$ cat src/rtl/shift_right_pipe.sv
// Pipelined variable right shifter: each stage conditionally shifts by 2^k, with
// arithmetic/logical fill, optional round-half-up and valid/ready bubble collapse.
module shift_right_pipe #(
  parameter int WORD_WIDTH  = 16,
  parameter int SHIFT_WIDTH = 4
) (
  input  logic                   clk,
  input  logic                   rst,
  input  logic                   in_valid,
  output logic                   in_ready,
  input  logic [WORD_WIDTH-1:0]  data_in,
  input  logic [SHIFT_WIDTH-1:0] shift_amount,
  input  logic                   arith,
  input  logic                   round_en,
  output logic                   out_valid,
  input  logic                   out_ready,
  output logic [WORD_WIDTH-1:0]  data_out,
  output logic [SHIFT_WIDTH:0]   in_flight
);
  localparam int CW = SHIFT_WIDTH + 1;

  logic [SHIFT_WIDTH-1:0] valid_nxt;

  for (genvar k = 0; k < SHIFT_WIDTH; k++) begin : g_stage
    localparam int SH = 1 << k;
    // Stage k only needs the shift bits it and later stages consume.
    localparam int NI = SHIFT_WIDTH - k;

    logic [WORD_WIDTH-1:0] d_in;
    logic [WORD_WIDTH-1:0] d_sh;
    logic [WORD_WIDTH-1:0] data_q;
    logic [NI-1:0]         s_in;
    logic                  a_in;
    logic                  r_in;
    logic                  g_in;
    logic                  v_in;
    logic                  g_sh;
    logic                  fill;
    logic                  rdy;
    logic                  valid_q;
    logic                  rnd_q;
    logic                  guard_q;

    if (k == 0) begin : g_src
      assign d_in = data_in;
      assign s_in = shift_amount;
      assign a_in = arith;
      assign r_in = round_en;
      assign g_in = 1'b0;
      assign v_in = in_valid;
    end else begin : g_src
      assign d_in = g_stage[k-1].data_q;
      assign s_in = g_stage[k-1].g_fwd.rem_q;
      assign a_in = g_stage[k-1].g_fwd.arith_q;
      assign r_in = g_stage[k-1].rnd_q;
      assign g_in = g_stage[k-1].guard_q;
      assign v_in = g_stage[k-1].valid_q;
    end

    if (k == SHIFT_WIDTH - 1) begin : g_rdy
      assign rdy = !valid_q || out_ready;
    end else begin : g_rdy
      assign rdy = !valid_q || g_stage[k+1].rdy;
    end

    assign fill = a_in & d_in[WORD_WIDTH-1];

    if (SH >= WORD_WIDTH) begin : g_shift
      assign d_sh = {WORD_WIDTH{fill}};
      assign g_sh = fill;
    end else begin : g_shift
      assign d_sh = {{SH{fill}}, d_in[WORD_WIDTH-1:SH]};
      assign g_sh = d_in[SH-1];
    end

    assign valid_nxt[k] = rdy ? v_in : valid_q;

    always_ff @(posedge clk or posedge rst) begin
      if (rst) begin
        valid_q <= 1'b0;
        data_q  <= '0;
        rnd_q   <= 1'b0;
        guard_q <= 1'b0;
      end else if (rdy) begin
        valid_q <= v_in;
        data_q  <= s_in[0] ? d_sh : d_in;
        rnd_q   <= r_in;
        guard_q <= s_in[0] ? g_sh : g_in;
      end
    end

    if (k < SHIFT_WIDTH - 1) begin : g_fwd
      logic [NI-2:0] rem_q;
      logic          arith_q;

      always_ff @(posedge clk or posedge rst) begin
        if (rst) begin
          rem_q   <= '0;
          arith_q <= 1'b0;
        end else if (rdy) begin
          rem_q   <= s_in[NI-1:1];
          arith_q <= a_in;
        end
      end
    end
  end

  // Counting next-state valids keeps in_flight aligned with the stage registers.
  always_ff @(posedge clk or posedge rst) begin
    if (rst) in_flight <= '0;
    else     in_flight <= CW'($countones(valid_nxt));
  end

  assign in_ready  = g_stage[0].rdy;
  assign out_valid = g_stage[SHIFT_WIDTH-1].valid_q;
  assign data_out  = g_stage[SHIFT_WIDTH-1].data_q
                   + WORD_WIDTH'(g_stage[SHIFT_WIDTH-1].rnd_q & g_stage[SHIFT_WIDTH-1].guard_q);

endmodule
$ cat config.mk
export PLATFORM = sky130hd
export DESIGN_NAME = shift_right_pipe
export DESIGN_NICKNAME = d
export VERILOG_FILES = /design/src/rtl/shift_right_pipe.sv
export SDC_FILE = /design/constraint.sdc
export NUM_CORES = 1
export LEC_CHECK = 0
export ABC_AREA = 1
export BUFFER_PORTS_ARGS = -buffer_cell sky130_fd_sc_hd__buf_2
export CAP_MARGIN = 0
export CORE_ASPECT_RATIO = 1.75
export CORE_MARGIN = 2
export CORE_UTILIZATION = 55
export DETAILED_ROUTE_END_ITERATION = 8
export PLACE_DENSITY = 0.79
export SKIP_CTS_REPAIR_TIMING = 1
export SLEW_MARGIN = 15
export SYNTH_ARGS = -nofsm -noshare
export SYNTH_HDL_FRONTEND = slang
export SYNTH_SLANG_ARGS = --single-unit
$ cat constraint.sdc
create_clock -name clk -period 8.46 [get_ports clk]
set_clock_uncertainty 0.05 [all_clocks]
set_input_delay 1.269 -clock clk [delete_from_list [all_inputs] [get_ports clk]]
set_output_delay 1.269 -clock clk [all_outputs]
set_load 0.03 [all_outputs]
==> flow_metrics.tcl <==
set metrics [dict create \
    diodes 0 \
    nFillCells 683 \
    worstSetupStartpoint "out_ready" \
    slew_headroom_pct 31.3 \
    seqCellArea_um2 2200 \
    ys.flop_type "dfrtp_1" \
    cp-endpoint "in_ready" \
    area_growth_syn_to_layout_pct 11.7 \
    timing.final.max_slew_violations 0 \
    start_util_pct 55.8 \
    drive_above_1_share_pct 11.1 \
    tritoncts "built" \
    synth_area_per_cell_um2 7.69 \
    syn-cell-area_um2 4350 \
    drc 0 \
    hold_viol 0 \
    r2r_start "out_valid" \
    cp_max_fo 24 \
    finalWeightedCongestion 0.793 \
    grtUsageTotal_pct 22.1 \
    clock-root-buffer "clkbuf_16" \
    port_buffers 46 \
    nets 628 \
    setup_viol 0 \
    yosysWarnings 0 \
    io_pins 49 \
    worstPathRequired_ns 7.14 \
    netlist.area_leader.share_pct 50.6 \
    tns_ns 0 \
    cts_max_level 3 \
    wl_per_cell_um 12.0 \
    synth_edf_count 0 \
    core_um2 7800 \
    min_path_type "flip-flop to flip-flop" \
    critical_path.endpoint_type "output pin" \
    powerDensity_nw_per_um2 278 \
    crit_type "input pin to output pin" \
    grt_antenna_before_repair 0 \
    clk_path_buf_depth 2 \
    ir_drop_mv 0.148 \
    dieWidth_um 71.3 \
    die_area_um2 8670 \
    yosys.area.top_type "dfrtp_1" \
    synth.yosys.seq_area_share_pct 50.6 \
    vias 3540 \
    regToRegSetupSlack_ns 5.67 \
    synth_cell_types 24 \
    fmax_mhz 233 \
    power.leakage_nw 2.49 \
    dp_hpwl_um 6300 \
    multi_input_area_um2 1770 \
    synthTopCellsByArea "dfrtp_1 (51%), nand2_1 (17%), o21ai_0 (7.9%)" \
    grt_pass1_vias 3493 \
    overflow 0 \
    insertion_delay_ns 0.34 \
    grt_pass1_wl_um 14800 \
    chipHeight_um 122 \
    cp-start-kind "input pin" \
    routed_via_density 5.12 \
    worst_pin_slew_ns 1.03 \
    min_period_ns 4.28 \
    ys_ff_latch 88 \
    ant_nets 0 \
    synthArstFlopShare_pct 100 \
    numCtsBuffers 9 \
    clock_sinks 88 \
    max-cap-violations 0 \
    arrival_ns 2.96 \
    dr.first_iter.drc_count 187 \
    synthesis.instances 566 \
    first_pass_iters 4 \
    grt_max_degree 89 \
    clk_pin_slew_ns 0.06 \
    drt-total-wl_um 8320 \
    worstReg2RegEnd "in_flight[1]" \
    outcome "finished, final reports clean" \
    finalCoreUtilization_pct 62.3 \
    worstRegToRegCells 9 \
    post-route-period-util_pct 50.6 \
    rsz0062_at_grt "no" \
    rows 43 \
]
[logic make-up (layout without fill, tap and decap cells)]
| kind of cell | after synthesis | in the layout | synth area share, % |
|---|---|---|---|
| simple gates | 266 | 266 | 24.2 |
| compound gates | 109 | 109 | 13.3 |
| buf+inv | 90 | 124 | 8.82 |
| flops | 88 | 88 | 50.6 |
| xor+xnor | 7 | 7 | 1.41 |
| fa+ha+maj | 5 | 5 | 1.61 |
| other cells | 1 | 2 | 0.0861 |
[worst min path at each step]
stage,startpoint,cells after the start,to
2_1_floorplan,g_stage[1].data_q[2],2,g_stage[1].data_q[2]
6_report,g_stage[0].g_fwd.rem_q[2],2,g_stage[1].g_fwd.rem_q[1]
3_3_place_gp,g_stage[0].data_q[10],2,g_stage[0].data_q[10]
5_1_grt,g_stage[1].g_fwd.rem_q[1],2,g_stage[1].g_fwd.rem_q[1]
3_5_place_dp,g_stage[0].rnd_q,2,g_stage[0].rnd_q
4_1_cts,g_stage[0].g_fwd.rem_q[2],2,g_stage[1].g_fwd.rem_q[1]
[cell usage after synthesis, types with 2 or more instances]
library cell / n
a21oi_1: 22
a31oi_1: 8
buf_2: 13
buf_4: 4
buf_6: 2
clkbuf_1: 9
dfrtp_1: 88
ha_1: 4
inv_1: 59
inv_2: 2
nand2_1: 200
nand3_1: 11
nand4_1: 4
nor2_1: 47
nor2_4: 2
o211ai_1: 9
o21ai_0: 69
xor2_1: 7
[metal layers]
layer	vias to the layer above	wire length, um	track usage, %
met5	-	0	0
met4	0	452	14.7
met3	24	235	3.80
met2	70	4650	42.1
met1	1600	2990	20.5
li1	1846	-	-
[registers in the layout, summed over array words and instances (netlist names)]
signal / count
out_valid: 1
g_stage.valid_q: 3
g_stage.g_fwd.arith_q: 3
g_stage.data_q: 64
g_stage.rnd_q: 4
g_stage.guard_q: 4
g_stage.g_fwd.rem_q: 6
in_flight: 3
[worst max-delay path, stage by stage]
cell and delay [ns]:
buf_2 0.11, nor2_4 0.30, nand3_4 0.29, inv_2 0.37, nand2_2 0.33, buf_2 0.29
[layout make-up]
class	instances	area share (%)
clock buffer	11	4.79
clock inverter	4	1.44
inverter	62	4.81
multi-input combinational	389	36.4
sequential	88	45.3
tap	90	2.32
timing repair buffer	47	4.97
[power by group]
part           leakage (nW)  switching, W  total [W]  internal [W]
Clock                 0.149      0.000149   0.000405      0.000256
Sequential             1.06     0.0000836   0.000603      0.000520
Combinational          1.28      0.000233   0.000345      0.000112
[per-stage QoR]
step / cells / setup slack, ns / cell area (um^2) / power [W] / hold slack [ns]
after floorplan: 567 / 4.86 / 4360 / 0.000863 / 0.392
after detailed placement: 676 / 4.17 / 4560 / 0.000958 / 0.417
after CTS: 691 / 4.16 / 4860 / 0.00137 / 0.432
final: 691 / 4.18 / 4860 / 0.00135 / 0.426
after global placement: 676 / 4.21 / 4560 / 0.000940 / 0.414
after global routing: 691 / 3.98 / 4860 / 0.00144 / 0.446
[cells in the final DEF (no fill, tap or decap), types with 2 or more instances in the layout]
cell type,count
inv_2,2
nand3_1,11
nand4_1,4
inv_1,58
o21ai_0,69
nand2_1,200
clkbuf_1,2
dfrtp_1,88
nor2_1,47
a21oi_1,22
clkbuf_16,9
a31oi_1,8
buf_2,46
o211ai_1,9
clkinv_2,3
bufinv_16,2
nor2_4,2
xor2_1,7
conb_1,2
ha_1,4
Power figures use the tool's default switching activity.
